### config.mk
export PLATFORM = sky130hd
export DESIGN_NAME = aes_io_stage
export DESIGN_NICKNAME = d
export VERILOG_FILES = /design/src/rtl/aes_io_stage.sv
export SDC_FILE = /design/constraint.sdc
export NUM_CORES = 1
export LEC_CHECK = 0
export BUFFER_PORTS_ARGS = -buffer_cell sky130_fd_sc_hd__buf_4
export CORE_AREA = 2 2 231 233
export DETAILED_ROUTE_END_ITERATION = 7
export DIE_AREA = 0 0 233 235
export GPL_TIMING_DRIVEN = 1
export PLACE_DENSITY = 0.68
export SYNTH_ARGS = -nofsm -noshare
export SYNTH_HDL_FRONTEND = slang
export SYNTH_SLANG_ARGS = --single-unit
### constraint.sdc
create_clock -name clk -period 2.6 [get_ports clk]
set_clock_uncertainty 0.1 [all_clocks]
set_input_delay 0.39 -clock clk [delete_from_list [all_inputs] [get_ports clk]]
set_output_delay 0.39 -clock clk [all_outputs]
set_load 0.01 [all_outputs]
### src/rtl/aes_io_stage.sv
// Word-stream wrapper around the AES core: packs key/data words, starts the core, streams the result out.
// Optional macro AES_IO_ZEROIZE_EN clears key, block and result after an unload or a watchdog abort.
module aes_io_stage #(
    parameter int DONE_TIMEOUT = 31
) (
    input  logic         clk,
    input  logic         reset,
    input  logic         in_valid,
    input  logic [31:0]  in_data,
    output logic         in_ready,
    input  logic [1:0]   in_mode,
    input  logic         in_enc_dec,
    output logic         core_start,
    output logic [1:0]   core_mode,
    output logic         core_enc_dec,
    output logic [255:0] core_key,
    output logic [127:0] core_block,
    input  logic         core_done,
    input  logic [127:0] core_result,
    output logic         out_valid,
    output logic [31:0]  out_data,
    input  logic         out_ready,
    output logic         error
);

    localparam int WD_W = $clog2(DONE_TIMEOUT + 1);

    typedef enum logic [2:0] {IDLE, LOAD_KEY, LOAD_DATA, START, WAIT, UNLOAD} state_t;

    state_t            state;
    logic [2:0]        cnt;
    logic [WD_W-1:0]   wd;
    logic [127:0]      result;
    logic              illegal_err;
    logic              accept;
    logic              timeout;
    logic [2:0]        key_last;
    logic [1:0]        nxt_word;

    assign in_ready = (state == IDLE) || (state == LOAD_KEY) || (state == LOAD_DATA);
    assign accept   = in_valid & in_ready;
    assign nxt_word = cnt[1:0] + 2'd1;

    // Timeout is decoded from the live core_done so a same-cycle done always wins,
    // and the error lands in the DONE_TIMEOUT-th WAIT cycle rather than one later.
    assign timeout  = (state == WAIT) && !core_done && (wd == WD_W'(DONE_TIMEOUT - 1));
    assign error    = illegal_err | timeout;

    always_comb begin
        case (core_mode)
            2'b01:   key_last = 3'd5;
            2'b10:   key_last = 3'd7;
            default: key_last = 3'd3;
        endcase
    end

`ifdef AES_IO_ZEROIZE_EN
    logic clear_regs;
    assign clear_regs = timeout || ((state == UNLOAD) && out_ready && (cnt == 3'd3));
`endif

    always_ff @(posedge clk) begin
        if (reset) begin
            state        <= IDLE;
            cnt          <= '0;
            wd           <= '0;
            result       <= '0;
            illegal_err  <= 1'b0;
            core_start   <= 1'b0;
            core_mode    <= '0;
            core_enc_dec <= 1'b0;
            core_key     <= '0;
            core_block   <= '0;
            out_valid    <= 1'b0;
            out_data     <= '0;
        end else begin
            core_start  <= 1'b0;
            illegal_err <= 1'b0;
            case (state)
                IDLE: begin
                    if (accept) begin
                        if (in_mode == 2'b11) begin
                            illegal_err <= 1'b1;
                        end else begin
                            core_mode    <= in_mode;
                            core_enc_dec <= in_enc_dec;
                            core_key     <= {in_data, 224'b0};
                            cnt          <= 3'd1;
                            state        <= LOAD_KEY;
                        end
                    end
                end
                LOAD_KEY: begin
                    if (accept) begin
                        // ~cnt selects word cnt counted from the MSW end (32*(7-cnt)).
                        core_key[{~cnt, 5'd0} +: 32] <= in_data;
                        if (cnt == key_last) begin
                            cnt   <= '0;
                            state <= LOAD_DATA;
                        end else begin
                            cnt <= cnt + 3'd1;
                        end
                    end
                end
                LOAD_DATA: begin
                    if (accept) begin
                        core_block[{~cnt[1:0], 5'd0} +: 32] <= in_data;
                        if (cnt == 3'd3) begin
                            cnt        <= '0;
                            core_start <= 1'b1;
                            state      <= START;
                        end else begin
                            cnt <= cnt + 3'd1;
                        end
                    end
                end
                START: begin
                    wd    <= '0;
                    state <= WAIT;
                end
                WAIT: begin
                    if (core_done) begin
                        result    <= core_result;
                        cnt       <= '0;
                        out_valid <= 1'b1;
                        out_data  <= core_result[127:96];
                        state     <= UNLOAD;
                    end else if (timeout) begin
                        state <= IDLE;
                    end else begin
                        wd <= wd + WD_W'(1);
                    end
                end
                UNLOAD: begin
                    if (out_ready) begin
                        if (cnt == 3'd3) begin
                            out_valid <= 1'b0;
                            state     <= IDLE;
                        end else begin
                            cnt      <= cnt + 3'd1;
                            out_data <= result[{~nxt_word, 5'd0} +: 32];
                        end
                    end
                end
                default: state <= IDLE;
            endcase
`ifdef AES_IO_ZEROIZE_EN
            if (clear_regs) begin
                core_key   <= '0;
                core_block <= '0;
                result     <= '0;
            end
`endif
        end
    end

endmodule

==> results_dict.tcl, run 1 <==
set metrics [dict create \
    status "finished clean" \
    num_rows 84 \
    numCtsBuffers 57 \
    area_growth_syn_to_layout_pct 38.7 \
    clk_pin_slew_worst_paths_ns 0.06 \
    synth-seq-cells 561 \
    holdPathStages 3 \
    irDropWorstVdd_v 0.000486 \
    synth_largest_area_cell "dfxtp_1" \
    antenna_found_initial 1 \
    setup_viol 0 \
    root_buffer "clkbuf_16" \
    maxCapViolCount 0 \
    reg2reg_depth 6 \
    fmax_mhz 400 \
    synth_warnings 0 \
    worstPathArrival_ns 2.01 \
    mostFrequentLayoutCells "636 x buf_4, 560 x dfxtp_1, 526 x nand2_1" \
    core_area_um2 52200 \
    tns_ns 0 \
    drt-pass1-iter-count 5 \
    post_cts_buffers 0 \
    cts_max_path_buffers 3 \
    cp_slowest_cell "dfxtp_1" \
    grt_start_max_net_pins 205 \
    ctsHtreeMaxLevel 2 \
    syn_avg_cell_area_um2 8.97 \
    tightest_slew_ns 1.08 \
    slew_headroom_pct 28.2 \
    min_path_type "in2reg" \
    wl_um 82800 \
    fin_crit_sh_pct 96.2 \
    powerDensity_nw_per_um2 649 \
    clock_power_share_pct 43.3 \
    fin_util_pct 56.3 \
    synthTopCellsByArea "dfxtp_1 53%, nand2_1 9.3%, a21oi_1 7.1%, a22o_1 4.0%, nand3_1 3.9%" \
    grt_usage_pct 28.5 \
    drc 0 \
    fillers 4538 \
    syn-cell-area_um2 21200 \
    die_h_um 235 \
    final_antenna_net_count 0 \
    dieArea_um2 54800 \
    timing.critical_path.mode_cell "buf_4" \
    die_w_um 233 \
    start_util_pct 40.6 \
    synth_top_area_share_pct 53.0 \
    cts_tree "done" \
    finalHoldViolCount 0 \
    final_area_um2 29400 \
    io_pins 591 \
    num_vias 20800 \
    numPortBuffers 590 \
    dpl.hpwl_um 54400 \
    power_leakage_nw 11.5 \
    required_ns 2.11 \
    period_minus_slack_ns 2.50 \
    p_seq_share_pct 45.8 \
    p_switching_w 0.00488 \
    rsz0062_at_grt "false" \
    syn-num-nets 2543 \
    final_common_cell "buf_4" \
    combPwrFrac_pct 10.9 \
    path_max_fanout 11 \
    synthFlopType "dfxtp_1" \
    synth_cell_types 56 \
    place_area_um2 26100 \
    synth-edff-count 0 \
    max_stage_delay_ns 0.39 \
    swShare_pct 25.6 \
    grt_pass1_wl_um 121000 \
    p_int_w 0.0142 \
    dr.first_iter.drc_count 1968 \
    synthArstFlopShare_pct 0 \
    gp_congestion 0.875 \
    finalNetCount 3139 \
    routedWlPerCell_um 22.4 \
    crit_path_end_kind "primary output" \
    first_global_vias 19837 \
    postSynthCellCount 2363 \
    insertion_delay_ns 0.61 \
    crit_type "reg2out" \
    cts_num_sinks 561 \
    cp_cell_sequence "buf_4 -> nor2_4 -> nand2_1 -> o31ai_1 -> buf_4" \
    vias_per_cell 5.63 \
    drive_above_1_share_pct 27.1 \
    yosysSeqAreaShare_pct 53.0 \
    crit_path_start_kind "register" \
    slew_violations 0 \
    overflow 0 \
]
[registers in the layout, summed over array words and instances, names as in the netlist]
register      count
illegal_err       1
result          128
core_enc_dec      1
core_start        1
out_data         32
core_block      128
out_valid         1
wd                5
core_mode         2
cnt               3
core_key        256
state             3
[cell usage after synthesis, drive strengths merged, types with 2 or more instances]
master   number
nand2b        6
or3           2
a31oi         3
a311oi       32
and3          8
a32o         32
inv          11
a32oi        64
a221oi        3
clkbuf      181
a21oi       301
mux2i         3
and2          2
nand3       167
nand3b        2
ha           12
o21ai         9
buf          68
nand4         5
nor3          6
nor3b         2
a22oi         2
a22o         96
a2111oi       2
nand2       527
and3b         2
mux4         32
nor2        134
xor2          5
dfxtp       561
o21bai        3
o2bb2ai      32
nor2b        35
[through the flow]
step / setup WS (ns) / std cells / power, W / hold WS, ns
final: 0.0977 / 3694 / 0.0191 / 0.0379
after global routing: 0.00707 / 3694 / 0.0196 / 0.0213
after floorplan: 0.286 / 2363 / 0.00995 / 0.333
after CTS: 0.00147 / 3691 / 0.0191 / 0.00527
after detailed placement: 0.0732 / 3453 / 0.0108 / 0.346
after global placement: 0.106 / 3453 / 0.0107 / 0.339
[critical path: cells and delay by family, from the launching register on]
kind | cells | cell delay (ns)
compound gates | 1 | 0.29
flops | 1 | 0.39
simple gates | 2 | 0.29
buf+inv | 2 | 0.43
[cell families (layout without fill, tap and decap cells)]
group,Yosys count,count (layout),synth area share [%]
XOR/XNOR,5,5,0.207
other,0,1,0
flip-flops,561,561,53.0
adder cells (fa/ha/maj),12,12,0.709
AO/OA/AOI/OAI,587,588,19.1
buffers and inverters,260,900,5.36
multiplexers,35,35,3.54
AND/OR/NAND/NOR,903,904,18.1
[power by group through the flow]
stage	combinational, W	clock [W]	sequential, W
floorplan	0.00101	0	0.00894
global placement	0.00182	0	0.00891
detailed placement	0.00184	0	0.00892
CTS	0.00200	0.00837	0.00873
global route	0.00220	0.00870	0.00874
finish	0.00208	0.00827	0.00873
[repair_timing]
| action | in CTS | in global routing |
|---|---|---|
| cloned | 0 | 2 |
| endpoints found under the setup margin | 1 | 61 |
| resized for setup | 1 | 6 |
| hold endpoints to repair | 169 | 0 |
| hold buffers | 133 | 0 |
[worst paths after layout]
check	from	to	slack, ns
setup reg to reg	state[1]	core_block[115]	0.12
setup / recovery	state[0]	error	0.1
hold / removal	in_data[4]	core_key[68]	0.04
hold reg to reg	core_block[62]	core_block[62]	0.35
[layer usage]
metal  wire [um]  GRT usage [%]  share of wire (%)  vias to the layer above
met1       31600           34.8                 38                    10007
met3        7320           6.37                8.8                      211
met5           0              0                  0                        -
met4        3950           13.4                4.8                        0
met2       40000           47.5                 48                     1116
li1            -              -                  -                     9466
[layout make-up]
| type | count | area [um^2] | area share (%) |
|---|---|---|---|
| Timing Repair Buffer | 784 | 6400 | 21.8 |
| Clock inverter | 23 | 235 | 0.800 |
| Multi-Input combinational cell | 1544 | 8970 | 30.5 |
| Tap cell | 688 | 861 | 2.93 |
| Sequential cell | 561 | 11200 | 38.2 |
| Antenna cell | 1 | 2.50 | 0.00851 |
| Clock buffer | 82 | 1650 | 5.61 |
| Inverter | 11 | 41.3 | 0.140 |
Note: power is estimated with default switching activity, not from simulation.
==> run 2, diff against run 1 <==
Settings changed: CORE_AREA 2 2 231 233 to 3 3 232 234, DIE_AREA 0 0 233 235 to 0 0 235 237.
Clock period 2.6 ns to 2.4 ns, I/O delays scaled along.
==> results_dict.tcl, run 2 (same netlist as run 1, synthesis figures left out) <==
set metrics [dict create \
    status "finished clean" \
    first_global_vias 19653 \
    num_rows 84 \
    p_switching_w 0.00543 \
    setup_viol 0 \
    swShare_pct 25.9 \
    required_ns 1.94 \
    holdWs_ns 0.0329 \
    root_buffer "clkbuf_16" \
    period_minus_slack_ns 2.35 \
    top_register "core_key" \
    dr.first_iter.drc_count 2007 \
    overflow 0 \
    p_seq_share_pct 45.1 \
    cp_slowest_cell "o31ai_4" \
    crit_path_end_kind "primary output" \
    finalHoldViolCount 0 \
    tns_ns 0 \
    num_vias 21077 \
    die_h_um 237 \
    final_common_cell "buf_4" \
    dpl.hpwl_um 54400 \
    final_antenna_net_count 0 \
    drc 0 \
    routedWlPerCell_um 22.4 \
    area_growth_syn_to_layout_pct 41.2 \
    rsz0062_at_grt "true" \
    insertion_delay_ns 0.61 \
    reg2reg_depth 8 \
    crit_type "reg2out" \
    holdPathStages 3 \
    grt_start_max_net_pins 176 \
    cts_max_path_buffers 3 \
    slew_headroom_pct 33.0 \
    fmax_mhz 426 \
    worstPathArrival_ns 1.89 \
    largest_register_ffs 256 \
    grt_usage_pct 27.9 \
    largestRegisters "core_key x256, core_block x128, result x128" \
    slew_violations 0 \
    tightest_slew_ns 1.00 \
    grt_pass1_wl_um 122000 \
    fin_crit_sh_pct 97.7 \
    numCtsBuffers 58 \
    clock_power_share_pct 43.5 \
    start_util_pct 40.6 \
    powerDensity_nw_per_um2 700 \
    numPortBuffers 590 \
    gp_congestion 0.862 \
    power_leakage_nw 11.7 \
    combPwrFrac_pct 11.4 \
    wl_um 83800 \
    irDropWorstVdd_v 0.000613 \
    io_pins 591 \
    ctsHtreeMaxLevel 2 \
    path_max_fanout 4 \
    p_int_w 0.0155 \
    die_w_um 235 \
    cp_cell_sequence "inv_2 -> ha_4 -> nand4_1 -> o31ai_4 -> buf_6" \
    fin_util_pct 57.3 \
    antenna_found_initial 5 \
    cts_num_sinks 561 \
    drive_above_1_share_pct 27.2 \
    maxCapViolCount 0 \
    clk_pin_slew_worst_paths_ns 0.06 \
    cts_tree "done" \
    crit_path_start_kind "register" \
    finalNetCount 3175 \
    dieArea_um2 55700 \
    drt-pass1-iter-count 6 \
    core_area_um2 52200 \
    mostFrequentLayoutCells "634 x buf_4, 557 x dfxtp_1, 526 x nand2_1" \
    vias_per_cell 5.64 \
    max_stage_delay_ns 0.37 \
    min_path_type "in2reg" \
]
## run 2: timing repair
item	CTS	global route
buffers inserted	0	6
hold endpoints to repair	290	0
setup endpoints to repair	20	175
cloned	0	2
resized for setup	8	14
pin swaps	1	5
hold buffers	161	0
## run 2: worst max-delay path: cells and delay by family, from the launching register on
kind	cells	cell delay, ns
adders and majority gates	1	0.12
DFF	1	0.33
AOI/OAI and AO/OA	1	0.37
buffers and inverters	2	0.24
and+or+nand+nor	1	0.21
## run 2: layout make-up
class / instances / area, um^2
antenna: 4 / 10.0
clock buffer: 81 / 1650
clock inverter: 27 / 299
fill: 4407 / 22300
inverter: 11 / 41.3
multi-input combinational: 1544 / 9010
sequential: 561 / 11200
tap: 688 / 861
timing repair buffer: 819 / 6800
## run 2: final timing paths
path	end	slack, ns	startpoint
worst max-delay path	error	0.05	wd[0]
worst min-delay path	core_block[63]	0.03	in_data[31]
worst min register to register	core_block[110]	0.35	core_block[110]
worst max register to register	core_key[64]	0.13	cnt[0]
## run 2: metal layers
| metal | global-route usage, % | routed length [um] | part of all wire [%] | vias to the layer above |
|---|---|---|---|---|
| li1 | - | - | - | 9544 |
| met4 | 12.7 | 4030 | 4.8 | 2 |
| met1 | 33.7 | 31200 | 37 | 10130 |
| met2 | 46.3 | 40300 | 48 | 1185 |
| met5 | 0 | 19 | 0.023 | - |
| met3 | 7.87 | 8340 | 9.9 | 216 |
## run 2: power groups by stage
stage          Combinational [W]  Sequential (W)  Clock [W]
6_report                 0.00238         0.00945    0.00912
5_1_grt                  0.00251         0.00945    0.00963
4_1_cts                  0.00228         0.00945    0.00925
3_5_place_dp             0.00205         0.00965          0
3_3_place_gp             0.00203         0.00965          0
2_1_floorplan            0.00109         0.00968          0
## run 2: per-stage QoR
step	area, um^2	cells	worst slack [ns]	total power (W)
2_1_floorplan	21200	2363	0.0860	0.0108
3_3_place_gp	26200	3454	0.0269	0.0117
3_5_place_dp	26200	3454	-0.0582	0.0117
4_1_cts	29800	3723	-0.0101	0.0210
5_1_grt	29900	3735	-0.0283	0.0216
6_report	29900	3735	0.0550	0.0210
==> run 3, diff against run 2 <==
Settings changed: CELL_PAD_IN_SITES_DETAIL_PLACEMENT set to 1, CELL_PAD_IN_SITES_GLOBAL_PLACEMENT set to 2, CORE_AREA 3 3 232 234 to unset, CORE_MARGIN set to 3, CORE_UTILIZATION set to 31, DIE_AREA 0 0 235 237 to unset, PLACE_DENSITY 0.68 to 0.83.
==> results_dict.tcl, run 3 (same netlist as run 1, synthesis figures left out) <==
set metrics [dict create \
    maxCapViolCount 0 \
    path_max_fanout 16 \
    finalHoldViolCount 0 \
    p_switching_w 0.00560 \
    num_rows 95 \
    seq_area_um2 11200 \
    num_vias 21020 \
    dr.first_iter.drc_count 1472 \
    root_buffer "clkbuf_16" \
    antenna_found_initial 3 \
    crit_path_start_kind "register" \
    crit_type "reg2reg" \
    cts_tree "done" \
    fin_crit_sh_pct 105 \
    dpl.hpwl_um 64400 \
    slew_violations 0 \
    power_leakage_nw 11.8 \
    setup_ws_ns -0.114 \
    grt_usage_pct 25.7 \
    min_path_type "in2reg" \
    io_pins 591 \
    gp_congestion 0.847 \
    crit_path_end_kind "register" \
    largestRegisters "core_key x256, core_block x128, result x128" \
    routedWlPerCell_um 24.6 \
    p_int_w 0.0156 \
    drc 0 \
    die_h_um 267 \
    finalNetCount 3196 \
    powerDensity_nw_per_um2 697 \
    drive_above_1_share_pct 27.4 \
    numPortBuffers 590 \
    final_antenna_net_count 0 \
    cts_max_path_buffers 3 \
    final_common_cell "buf_4" \
    p_seq_share_pct 44.7 \
    combPwrFrac_pct 11.8 \
    numCtsBuffers 61 \
    status "finished, violations left" \
    overflow 0 \
    stdcell_count 3936 \
    swShare_pct 26.4 \
    cts_num_sinks 561 \
    insertion_delay_ns 0.63 \
    period_minus_slack_ns 2.51 \
    area_growth_syn_to_layout_pct 43.2 \
    ff2ff_setup_slack_ns -0.11 \
    clk_pin_slew_worst_paths_ns 0.06 \
    fillers 7690 \
    multi_input_area_um2 9070 \
    setup_viol 1 \
    tightest_slew_ns 0.835 \
    fmax_mhz 398 \
    grt_pass1_wl_um 141000 \
    fin_util_pct 45.0 \
    rsz0062_at_grt "true" \
    largest_register_ffs 256 \
    core_area_um2 67400 \
    vias_per_cell 5.34 \
    top_register "core_key" \
    failed_checks "negative setup slack" \
    clock_power_share_pct 43.5 \
    place_inst 3649 \
    die_w_um 267 \
    irDropWorstVdd_v 0.000528 \
    mostFrequentLayoutCells "645 x buf_4, 558 x dfxtp_1, 527 x nand2_1" \
    required_ns 2.80 \
    ctsHtreeMaxLevel 2 \
    first_global_vias 21833 \
    slew_headroom_pct 44.3 \
    drt-pass1-iter-count 5 \
    worstPathArrival_ns 2.92 \
    start_util_pct 31.4 \
    grt_start_max_net_pins 129 \
    dieArea_um2 71500 \
    wl_um 96800 \
    tns_ns -0.114 \
]
==> run 3: cell types whose count changed in the layout (fill, tap and decap cells not counted), sizes merged, moves of 2 or more <==
| cell | previous run | this run |
|---|---|---|
| buf | 658 | 671 |
| diode | 4 | 2 |
| inv | 14 | 12 |
| clkinv | 18 | 14 |
| nor2 | 134 | 136 |
| clkbuf | 81 | 88 |
| dlygate4sd3 | 161 | 164 |
==> run 3: worst paths after layout <==
| kind | startpoint | to | depth (start not counted) |
|---|---|---|---|
| hold reg to reg | result[108] | result[108] | 2 |
| setup reg to reg | cnt[0] | core_key[95] | 7 |
| hold / removal | in_data[1] | core_block[1] | 3 |
| setup / recovery | cnt[0] | core_key[95] | 7 |
==> run 3: layout make-up <==
type,count,area share (%)
repair buffers,835,23.0
diodes,2,0.0165
inverters,11,0.136
multi-input cells,1546,29.9
flip-flops and latches,561,37.0
well taps,873,3.60
clock buffers,88,5.66
clock inverters,20,0.693
==> run 3: what timing repair did <==
item	4_1_cts	5_1_grt
hold buffers	164	0
setup endpoints to repair	98	197
pin swaps	5	9
setup buffers	2	7
cloned	2	2
hold endpoints to repair	323	0
resized for setup	12	14
==> run 3: power by group through the flow <==
stage	clock network [W]	registers [W]	logic, W
2_1_floorplan	0	0.00968	0.00109
3_3_place_gp	0	0.00967	0.00210
3_5_place_dp	0	0.00967	0.00215
4_1_cts	0.00940	0.00947	0.00243
5_1_grt	0.00980	0.00947	0.00265
6_report	0.00920	0.00947	0.00250
==> run 3: stage by stage <==
step                total power, W  hold WS (ns)  cell area [um^2]  setup WS [ns]
global placement            0.0118         0.339             26500         0.0113
global route                0.0219        0.0296             30400         -0.123
detailed placement          0.0118         0.345             26500         -0.141
finish                      0.0212        0.0400             30400         -0.114
floorplan                   0.0108         0.333             21200         0.0860
CTS                         0.0213        0.0117             30200        -0.0455
==> run 3: critical path: stages, from the launching register on <==
cell      delay, ns
dfxtp_4        0.41
ha_1           0.24
ha_4           0.23
a31oi_1        0.24
a21oi_1        0.12
nor2_1         0.43
nor2_4         0.26
a2bb2o_1       0.34
==> run 3: layer usage <==
layer	global-route usage [%]	wire, um	vias up
li1	-	-	9590
met1	29.7	37700	10498
met2	45.8	48100	752
met3	6.24	6980	178
met4	10.2	3980	2
met5	0	13	-
